$ cat src/rtl/alu_issue.sv
// ALU issue stage: decodes ALUOp/funct into a 4-bit ALU control code and buffers up to two ops.
// Latency 1 cycle from accept to presentation; in_ready depends only on the stored entry count.
module alu_issue #(
    parameter int WIDTH = 32
) (
    input  logic             clk,
    input  logic             reset_n,
    input  logic             flush,
    input  logic             in_valid,
    output logic             in_ready,
    input  logic [1:0]       alu_op,
    input  logic [5:0]       funct,
    input  logic [WIDTH-1:0] in_a,
    input  logic [WIDTH-1:0] in_b,
    output logic             out_valid,
    input  logic             out_ready,
    output logic [3:0]       control,
    output logic [WIDTH-1:0] a,
    output logic [WIDTH-1:0] b,
    output logic             illegal
);

    typedef struct packed {
        logic [3:0]       ctl;
        logic [WIDTH-1:0] a;
        logic [WIDTH-1:0] b;
        logic             ill;
    } entry_t;

    entry_t     new_e;
    entry_t     e0_q, e0_d;
    entry_t     e1_q, e1_d;
    logic [1:0] count_q, count_d;
    logic       push;
    logic       pop;

    always_comb begin
        new_e.a   = in_a;
        new_e.b   = in_b;
        new_e.ill = 1'b0;
        new_e.ctl = 4'b0010;
        case (alu_op)
            2'b00: new_e.ctl = 4'b0010;
            2'b01: new_e.ctl = 4'b0110;
            2'b11: new_e.ctl = 4'b0001;
            default: begin
                case (funct)
                    6'b100000, 6'b100001: new_e.ctl = 4'b0010;
                    6'b100010, 6'b100011: new_e.ctl = 4'b0110;
                    6'b100100:            new_e.ctl = 4'b0000;
                    6'b100101:            new_e.ctl = 4'b0001;
                    6'b100111:            new_e.ctl = 4'b1100;
                    6'b101010:            new_e.ctl = 4'b0111;
                    default: begin
                        new_e.ctl = 4'b0010;
                        new_e.ill = 1'b1;
                    end
                endcase
            end
        endcase
    end

    assign in_ready  = (count_q != 2'd2);
    assign out_valid = (count_q != 2'd0);
    assign control   = e0_q.ctl;
    assign a         = e0_q.a;
    assign b         = e0_q.b;
    assign illegal   = e0_q.ill;

    // e0 is always the head; on a pop that empties the stage it keeps the last head values.
    always_comb begin
        count_d = count_q;
        e0_d    = e0_q;
        e1_d    = e1_q;
        push    = in_valid && in_ready && !flush;
        pop     = out_valid && out_ready;
        if (flush) begin
            count_d = 2'd0;
            e0_d    = '0;
            e1_d    = '0;
        end else begin
            case ({push, pop})
                2'b10: begin
                    if (count_q == 2'd0) e0_d = new_e;
                    else                 e1_d = new_e;
                    count_d = count_q + 2'd1;
                end
                2'b01: begin
                    if (count_q == 2'd2) e0_d = e1_q;
                    count_d = count_q - 2'd1;
                end
                // push and pop together only happen at count 1: the new op becomes the head
                2'b11:   e0_d = new_e;
                default: ;
            endcase
        end
    end

    always_ff @(posedge clk or negedge reset_n) begin
        if (!reset_n) begin
            count_q <= 2'd0;
            e0_q    <= '0;
            e1_q    <= '0;
        end else begin
            count_q <= count_d;
            e0_q    <= e0_d;
            e1_q    <= e1_d;
        end
    end

endmodule
$ cat config.mk
export PLATFORM = sky130hd
export DESIGN_NAME = alu_issue
export DESIGN_NICKNAME = d
export VERILOG_FILES = /design/src/rtl/alu_issue.sv
export SDC_FILE = /design/constraint.sdc
export NUM_CORES = 1
export LEC_CHECK = 0
export ABC_AREA = 1
export BUFFER_PORTS_ARGS = -buffer_cell sky130_fd_sc_hd__buf_2
export CAP_MARGIN = 40
export CORE_MARGIN = 5
export CORE_UTILIZATION = 50
export CTS_BUF_LIST = sky130_fd_sc_hd__clkbuf_2 sky130_fd_sc_hd__clkbuf_4 sky130_fd_sc_hd__clkbuf_8
export DETAILED_ROUTE_END_ITERATION = 10
export PLACE_DENSITY = 0.78
export SLEW_MARGIN = 20
export SYNTH_ARGS = -nofsm -noshare
export SYNTH_HDL_FRONTEND = slang
export SYNTH_SLANG_ARGS = --single-unit
$ cat constraint.sdc
create_clock -name clk -period 1.45 [get_ports clk]
set_input_delay 0.29 -clock clk [delete_from_list [all_inputs] [get_ports clk]]
set_output_delay 0.29 -clock clk [all_outputs]
set_load 0.05 [all_outputs]
* After elaboration in Yosys (flattened, before gate mapping) *
Cells that the tools add are included.

storage, ports and cells
  flip-flop bits (word level) = 140
  output and inout bits = 71
  word-level logic and storage cells = 57

operators by class
  add/sub/neg operators = 2
  equality and inequality tests = 18
  muxes and demuxes = 13
  reductions and logical operators = 15

operators by type and width
  kind                                                                count
  69-bit two-way mux                                                  6
  69-bit case mux with 3 select lines                                 1
  6-bit == test, second input constant                                8
  4-bit case mux with 5 select lines                                  1
  4-bit case mux with 3 select lines                                  1
  2-bit == test, second input constant                                4
  8-bit OR reduction                                                  1
  3-bit inequality test, second input constant                        2
  2-bit by 1-bit == test with 1-bit output, second input constant     2
  2-bit zero test                                                     2
  2-bit inequality test, second input constant                        2
  2-bit case mux with 2 select lines                                  1
  2-bit nonzero test                                                  2
  4-bit nonzero test                                                  1
  1-bit logical AND                                                   3
  3-bit AND reduction                                                 1
  3-bit nonzero test                                                  1
  3-bit OR reduction                                                  1
  2-bit by 1-bit adder with 2-bit output, second input constant       1
  1-bit two-way mux                                                   2
  2-bit two-way mux                                                   1
  2-bit AND reduction                                                 1
  2-bit OR reduction                                                  1
  2-bit by 1-bit subtractor with 2-bit output, second input constant  1
  1-bit zero test                                                     1

* Longest topological paths before layout *
Gate-level depths: netlist (run 1).

  depth in word-level cells = 7
  gate-level depth with buffers = 10
  depth with buffers taken out = 9

* Worst setup path after synthesis (run 1) *
Ideal clock, no wire load.

  path type = flip-flop to flip-flop
  start point = register count_q[0]
  end point = register count_q[1]
  library setup time = 0.128 ns
  arrival = 1.606 ns
  slack = -0.283 ns
  cell stages (with the launch flop) = 9
  period minus slack after synthesis = 1.733 ns
  cell sequence = dfrtp_1 inv_1 nand2_1 nand3_1 nand2_1 buf_2 buf_2 xor2_1 o22ai_1

between the ends
  cells in the longest elaborated chain, start to end = 6
  elaborated cells on any way between the ends = 12
  those cells by class = add/sub: 2; eq/ne: 3; mux: 2; reduce/logical: 5

RTL lines
  element                                                                    RTL line  text
  from (decl)                                                                33        logic [1:0] count_q, count_d;
  from (signal assigned)                                                     105       count_q <= count_d;
  2-bit inequality test *                                                    63        assign in_ready = (count_q != 2'd2);
  via in_ready                                                               10        output logic in_ready,
  1-bit logical AND * (2 in a row)                                           75        push = in_valid && in_ready && !flush;
  2-bit by 1-bit == test with 1-bit output or 2-bit == test (tied branches)  82        case ({push, pop})
  2-bit case mux with 2 select lines                                         82
  2-bit two-way mux                                                          77        if (flush) begin

The timed path passes the listed nets; every way through them passes the cells marked *.
A chain may end at the register's enable or synchronous reset.

* Final worst setup path (run 1) *
  start point = register count_q[1]
  end point = register e1_q[58] in the netlist's numbering

between the ends
  cells in the longest elaborated chain, start to end = 6
  elaborated cells on any way between the ends = 10
  those cells by class = eq/ne: 3; reduce/logical: 7

RTL lines
  element                                 RTL line  text
  2-bit inequality test                   63
  1-bit logical AND (2 in a row)          75
  2-bit == test                           82
  2-bit nonzero test (no source line)     n/a
  2-bit AND reduction (no source line) *  n/a
  to (signal assigned)                    103       e1_q <= '0;
  to (signal assigned)                    107       e1_q <= e1_d;
  to (decl)                               32        entry_t e1_q, e1_d;

Every way passes the cells marked *; elsewhere a longest branch is shown, timed or not.

==> run metrics, run 1 <==
cells on worst reg2reg path 9; worst setup path category flop to flop; final hold violations 0; clock-pin slew reported for the worst setup and hold paths after clock tree synthesis 0.08 ns; post-synthesis share of cell area spent on xor and xnor gates 0.143%; Overflow after GRT 0; peak clock frequency supported by timing 558 MHz; Finish-stage setup viols 142; dominant combinational cell family by area after synthesis compound AO/OA/AOI/OAI gates; number of buffers on the longest clock path 2; worst flop-to-flop path startpoint count_q[1]; outcome complete, but fails checks; data required time of the worst path 1.77 ns; Synth cell types 21; failing checks setup timing; endpoint type of the worst setup path flop; total count of max-transition violations in the final report 0; insertion delay to the later sink of the worst-skew pair 0.45 ns; antenna violations before repair 1; WHS Endpoint e1_q[7]; combined area of all synthesized cells 6110 µm²; number of I/O pins 148; Vias/cell 5.57; critical path data arrival time 2.11 ns; Clock Skews 0.0144 ns; vias 6057; number of warnings issued by yosys 0; Final Non-Filler Cells 1087; clock sinks 140; reg2reg end e1_q[58]; x dimension of the die 121 µm; first-pass GRT wire length 27200 µm; share of final-layout standard cells stronger than drive strength 1 47.3%; die extent in y 121 µm; layout filler cell count 695; final period demand of the worst path 1.79 ns; worst slew margin relative to its limit 71.8%; commonest non-fill, non-tap cells in the layout sky130_fd_sc_hd__dfrtp_1, sky130_fd_sc_hd__buf_2, sky130_fd_sc_hd__nand2_1, sky130_fd_sc_hd__inv_1, sky130_fd_sc_hd__o21ai_1; Post-DP HPWL 10100 µm; setup repair after global routing missed its margin true; net count of the mapped netlist 808; wire per inst 19.0 µm; iteration-0 DRC count of the detailed router 631; synth top area cells sky130_fd_sc_hd__dfrtp_1, sky130_fd_sc_hd__nand2_1, sky130_fd_sc_hd__o21ai_0; post-route worst hold slack 0.0988 ns; clock tree root driver cell sky130_fd_sc_hd__clkbuf_8; Detailed Route WL 20700 µm; worst vdd ir 1.13 mV; worst hold path startpoint in_b[6]; hold crit path type input pin to flop; count of mapped cells out of synthesis 731; TritonCTS clock tree built; least setup slack across all paths after layout -0.342 ns; largest driver fanout on the critical path 8; Yosys top cell by area sky130_fd_sc_hd__dfrtp_1; via count of the first global-routing pass 5512; total power divided by cell area 1780 nW/µm²; mean cell area of the mapped netlist 8.36 µm²; max cap viols 0; antenna-violating nets left 0; reg2reg setup slack -0.34 ns; number of nets in the layout 1003; worst hold stages 3; most common cell after layout, fill and taps aside sky130_fd_sc_hd__dfrtp_1; placeable core area 12000 µm²; post-synthesis compound-gate area fraction 17.2%; Worst Setup Start Kind flop; part of the Yosys area used for sequential elements 57.3%; Leak 5.30 nW; initial cell density of the core 50.9%; GRT Resource Usage Total 23.9%; number of buffers added on ports 147; maximum number of pins on one net before global-route repair 61; flip-flop and latch count after synthesis 140; detailed-router iteration count before antenna repair 7; routability cong. 0.782; area enclosed by the die boundary 14500 µm²; drt drc 0; Final Cycle Share 124%; growth of design area from synthesis to finish 55.4%; post-synthesis adder-cell area fraction 0%; synthesized-area fraction occupied by and/or/nand/nor cells 16.6%; slew of the pin with the lowest slew margin 0.422 ns; Yosys top cell area share 57.3%; total placed cells including tap cells 1011; deepest level of the CTS H-tree 4; row count 40; mux share of post-synthesis cell area 0%; number of buffers inserted during clock tree synthesis 17
## per-layer routing
layer / vias to the layer above / global-route usage, % / wire length [µm]
li1: 2756 / - / -
met1: 2911 / 30.0 / 7930
met2: 323 / 40.3 / 10500
met3: 67 / 5.29 / 1570
met4: 0 / 9.70 / 696
met5: - / 0 / 0
## how the worst max path moves through the flow
stage | from | slack (ns) | endpoint | cells after the start
floorplan | count_q[1] | -0.04 | a[17] | 7
global placement | count_q[0] | -0.08 | b[8] | 6
detailed placement | count_q[0] | -0.15 | b[22] | 6
CTS | count_q[1] | -0.20 | out_valid | 4
global route | count_q[0] | -0.40 | e1_q[58] | 9
finish | count_q[1] | -0.34 | e1_q[58] | 9
## through the flow
step	total power [mW]	TNS, ns	utilization (%)	setup WS (ns)	instance area [µm²]
final	16.9	-34.89	79.1	-0.342	9500
after global routing	17.6	-43.17	79.1	-0.398	9500
after CTS	15.5	-21.01	69.1	-0.202	8310
after detailed placement	10.7	-7.47	59.9	-0.155	7190
after global placement	10.6	-2.43	59.9	-0.0763	7190
after floorplan	9.07	-1.75	-	-0.0393	6130
## worst max-delay path: stages (launching register included)
cell and delay [ns]:
sky130_fd_sc_hd__dfrtp_2 0.44, sky130_fd_sc_hd__buf_6 0.13, sky130_fd_sc_hd__a21oi_4 0.21, sky130_fd_sc_hd__nand4_4 0.16, sky130_fd_sc_hd__buf_6 0.17, sky130_fd_sc_hd__nand2_8 0.11, sky130_fd_sc_hd__clkinv_8 0.10, sky130_fd_sc_hd__clkbuf_16 0.19
sky130_fd_sc_hd__nand2_2 0.06, sky130_fd_sc_hd__o21ai_1 0.08
## state kept, by name, summed over array words and instances (netlist names)
| name | cells |
|---|---|
| e1_q | 69 |
| illegal | 1 |
| control | 4 |
| a | 32 |
| b | 32 |
| count_q | 2 |
## power by group
group	total, mW	internal, mW	switching [mW]
sequential	5.36	4.69	0.668
clock	3.67	2.15	1.53
combinational	7.86	2.76	5.10
## layout make-up
cell class	count	area, µm²	area share (%)
antenna	1	2.50	0.0263
clock buffer	20	269	2.83
clock inverter	12	193	2.03
inverter	81	323	3.40
multi-input combinational	467	3010	31.7
sequential	140	3500	36.9
tap	147	184	1.94
timing repair buffer	218	1990	21.0
timing repair inverter	1	16.3	0.171
## kinds of logic (layout without fill, tap and decap cells)
logic type / count (synthesis) / in the layout
AND/OR/NAND/NOR: 258 / 258
AO/OA/AOI/OAI: 208 / 208
flip-flops: 140 / 140
buffers and inverters: 124 / 332
XOR/XNOR: 1 / 1
other: 0 / 1
## synthesized netlist by cell type
| library cell | count |
|---|---|
| sky130_fd_sc_hd__o22ai_1 | 2 |
| sky130_fd_sc_hd__dfrtp_1 | 140 |
| sky130_fd_sc_hd__buf_6 | 2 |
| sky130_fd_sc_hd__nand4_1 | 3 |
| sky130_fd_sc_hd__xor2_1 | 1 |
| sky130_fd_sc_hd__nor2_1 | 13 |
| sky130_fd_sc_hd__a21oi_1 | 2 |
| sky130_fd_sc_hd__nand3_2 | 1 |
| sky130_fd_sc_hd__buf_2 | 24 |
| sky130_fd_sc_hd__nand4_4 | 1 |
| sky130_fd_sc_hd__nand3_1 | 13 |
| sky130_fd_sc_hd__a21boi_0 | 1 |
| sky130_fd_sc_hd__inv_1 | 79 |
| sky130_fd_sc_hd__o21ai_1 | 74 |
| sky130_fd_sc_hd__o21ai_0 | 127 |
| sky130_fd_sc_hd__o2111ai_1 | 1 |
| sky130_fd_sc_hd__buf_4 | 5 |
| sky130_fd_sc_hd__nand2_1 | 227 |
| sky130_fd_sc_hd__clkbuf_1 | 12 |
| sky130_fd_sc_hd__a21oi_2 | 1 |
| sky130_fd_sc_hd__inv_2 | 2 |
## what timing repair did
| item | in CTS | in global routing |
|---|---|---|
| cloned | 11 | 14 |
| pin swaps | 3 | 4 |
| hold buffers | 1 | 0 |
| resized for setup | 87 | 311 |
| buffers inserted | 15 | 2 |
| hold endpoints to repair | 28 | 0 |
| endpoints found under the setup margin | 141 | 147 |
Note: power is estimated with default switching activity, not from simulation.
==> inputs of run 2 (changes only) <==
--- a/config.mk
+++ b/config.mk
@@ -6,13 +6,13 @@
 export NUM_CORES = 1
 export LEC_CHECK = 0
 export ABC_AREA = 1
-export BUFFER_PORTS_ARGS = -buffer_cell sky130_fd_sc_hd__buf_2
 export CAP_MARGIN = 40
 export CORE_MARGIN = 5
-export CORE_UTILIZATION = 50
+export CORE_UTILIZATION = 55
 export CTS_BUF_LIST = sky130_fd_sc_hd__clkbuf_2 sky130_fd_sc_hd__clkbuf_4 sky130_fd_sc_hd__clkbuf_8
 export DETAILED_ROUTE_END_ITERATION = 10
-export PLACE_DENSITY = 0.78
+export DONT_BUFFER_PORTS = 1
+export PLACE_DENSITY = 0.73
 export SLEW_MARGIN = 20
 export SYNTH_ARGS = -nofsm -noshare
 export SYNTH_HDL_FRONTEND = slang
==> run metrics, run 2 (synthesis results as in run 1) <==
critical path data arrival time 2.01 ns (was 2.11 ns); Finish-stage setup viols 142 (unchanged); TritonCTS clock tree built (unchanged); number of buffers added on ports 0 (was 147); post-route worst hold slack -0.453 ns (was 0.0988 ns); total placed cells including tap cells 852 (was 1011); slowest stage cell on the critical path sky130_fd_sc_hd__dfrtp_2 (unchanged); met1 layer usage reported by global route 27.2% (was 30.0%); slew of the pin with the lowest slew margin 0.531 ns (was 0.422 ns); x dimension of the die 115 µm (was 121 µm); iteration-0 DRC count of the detailed router 376 (was 631); Final Cycle Share 115% (was 124%); die extent in y 115 µm (was 121 µm); antenna violations before repair 0 (was 1); data required time of the worst path 1.80 ns (was 1.77 ns); setup repair after global routing missed its margin true (unchanged); delay of the slowest cell on the worst path 0.44 ns (about the same); hold crit path type input pin to asynchronous set/reset pin (was input pin to flop); CP Buf/Inv Count 4 (unchanged); Combinational Power Share 26.5% (was 46.5%); reg2reg setup slack -0.22 ns (was -0.34 ns); vias 5188 (was 6057); drt drc 0 (unchanged); Worst Setup Start Kind flop (unchanged); detailed-router iteration count before antenna repair 5 (was 7); worst vdd ir 1.13 mV (about the same); max FFs per register 69 (unchanged); antenna-violating nets left 0 (unchanged); outcome complete, but fails checks (unchanged); clock tree root driver cell sky130_fd_sc_hd__clkbuf_8 (unchanged); number of buffers inserted during clock tree synthesis 17 (unchanged); worst slew margin relative to its limit 64.6% (was 71.8%); number of buffers on the longest clock path 2 (unchanged); worst flop-to-flop path startpoint count_q[1] (unchanged); number of I/O pins 148 (unchanged); total count of max-transition violations in the final report 0 (unchanged); Vias/cell 5.55 (was 5.57); endpoint type of the worst setup path flop (unchanged); final period demand of the worst path 1.67 ns (was 1.79 ns); Clk network pwr share 20.0% (was 21.7%); via count of the first global-routing pass 4905 (was 5512); area enclosed by the die boundary 13300 µm² (was 14500 µm²); Setup TNS Final -21.46 ns (was -34.89 ns); Overall Power 14.0 mW (was 16.9 mW); Switch Pwr 6.24 mW (was 7.29 mW); Final Non-Filler Cells 934 (was 1087); reg2reg end a[17] (was e1_q[58]); failing checks hold timing, setup timing (was setup timing); Clock Skews 0.0114 ns (was 0.0144 ns); commonest non-fill, non-tap cells in the layout sky130_fd_sc_hd__nand2_1, sky130_fd_sc_hd__dfrtp_1, sky130_fd_sc_hd__o21ai_1, sky130_fd_sc_hd__inv_1, sky130_fd_sc_hd__o21ai_2 (was sky130_fd_sc_hd__dfrtp_1, sky130_fd_sc_hd__buf_2, sky130_fd_sc_hd__nand2_1, sky130_fd_sc_hd__inv_1, sky130_fd_sc_hd__o21ai_1); largest driver fanout on the critical path 25 (was 8); Sequential Power Share 53.5% (was 31.7%); net switching fraction of the power 44.7% (was 43.2%); growth of design area from synthesis to finish 33.4% (was 55.4%); insertion delay to the later sink of the worst-skew pair 0.43 ns (was 0.45 ns); Detailed Route WL 17000 µm (was 20700 µm); deepest level of the CTS H-tree 4 (unchanged); routability cong. 0.774 (was 0.782); Leak 4.28 nW (was 5.30 nW); cell chain of the critical path nor2_4 > inv_4 > buf_6 > nand4_4 > nand4_1 > buf_4 > buf_12 > o21ai_1 (was buf_6 > a21oi_4 > nand4_4 > buf_6 > nand2_8 > clkinv_8 > clkbuf_16 > nand2_2 > o21ai_1); cells on worst reg2reg path 8 (was 9); clock sinks 140 (unchanged); placeable core area 10900 µm² (was 12000 µm²); final hold violations 140 (was 0); max cap viols 0 (unchanged); most common cell after layout, fill and taps aside sky130_fd_sc_hd__nand2_1 (was sky130_fd_sc_hd__dfrtp_1); Post-DP HPWL 9630 µm (was 10100 µm); Overflow after GRT 0 (unchanged); least setup slack across all paths after layout -0.215 ns (was -0.342 ns); row count 38 (was 40); total power divided by cell area 1710 nW/µm² (was 1780 nW/µm²); met3 usage in global routing 7.05% (was 5.29%); clock-pin slew reported for the worst setup and hold paths after clock tree synthesis 0.08 ns (about the same); initial cell density of the core 56.1% (was 50.9%); GRT Resource Usage Total 22.9% (was 23.9%); Top Usage Layer GRT met2 (unchanged); most flop-heavy register e1_q (unchanged); first-pass GRT wire length 23700 µm (was 27200 µm); maximum number of pins on one net before global-route repair 141 (was 61); Finished Core Util 74.9% (was 79.1%); GR Util met2 38.8% (was 40.3%); number of nets in the layout 859 (was 1003); worst setup path category flop to flop (unchanged); share of final-layout standard cells stronger than drive strength 1 28.0% (was 47.3%); Antenna Diode Count 0 (was 1); peak clock frequency supported by timing 601 MHz (was 558 MHz); DP Worst Slack -0.142 ns (was -0.155 ns); wire per inst 18.2 µm (was 19.0 µm); top cell family by delay on the critical path buffers and inverters (unchanged); layout filler cell count 741 (was 695); cell internal pwr 7.71 mW (was 9.60 mW)
run 2: power by group through the flow:
stage / registers [mW] / clock network (mW) / logic [mW]
after global routing: 7.57 / 3.05 / 4.02
after floorplan: 7.24 / 0 / 1.83
after detailed placement: 7.45 / 0 / 2.59
after global placement: 7.42 / 0 / 2.47
after CTS: 7.39 / 2.84 / 2.99
final: 7.47 / 2.79 / 3.69
run 2: layer usage:
layer / vias to the layer above / wire length (µm) / share of wire [%]
met3: 32 / 1180 / 6.9
met5: - / 0 / 0
li1: 2446 / - / -
met4: 0 / 385 / 2.3
met2: 177 / 8900 / 52
met1: 2533 / 6560 / 39
run 2: worst max-delay path by stage:
| stage | start | end | slack, ns | depth (start not counted) |
|---|---|---|---|---|
| after detailed placement | count_q[0] | a[7] | -0.14 | 6 |
| after global placement | count_q[0] | illegal | -0.07 | 10 |
| after global routing | count_q[1] | a[6] | -0.29 | 8 |
| after CTS | count_q[0] | in_ready | -0.17 | 4 |
| final | count_q[1] | a[17] | -0.22 | 8 |
| after floorplan | count_q[1] | a[17] | -0.04 | 7 |
run 2: area by class of cell:
| cell class | instances | area, µm² | share of cell area (%) |
|---|---|---|---|
| well taps | 140 | 175 | 2.15 |
| clock buffers | 29 | 337 | 4.13 |
| multi-input cells | 467 | 2730 | 33.5 |
| repair inverters | 1 | 11.3 | 0.138 |
| inverters | 81 | 322 | 3.94 |
| flip-flops and latches | 140 | 3510 | 43.0 |
| repair buffers | 74 | 1060 | 13.0 |
| clock inverters | 2 | 10.0 | 0.123 |
run 2: timing repair:
item,CTS,global route
pin swaps,5,2
setup buffers,6,3
gates cloned,2,10
hold buffers,12,19
gates resized for setup,43,243
endpoints found under the setup margin,140,144
endpoints found under the hold margin,152,159
run 2: stage by stage:
step,hold slack (ns),area [µm²]
floorplan,-0.00559,6130
global placement,-0.00136,6400
detailed placement,-0.000723,6400
CTS,-0.489,7080
global route,-0.495,8150
finish,-0.453,8150
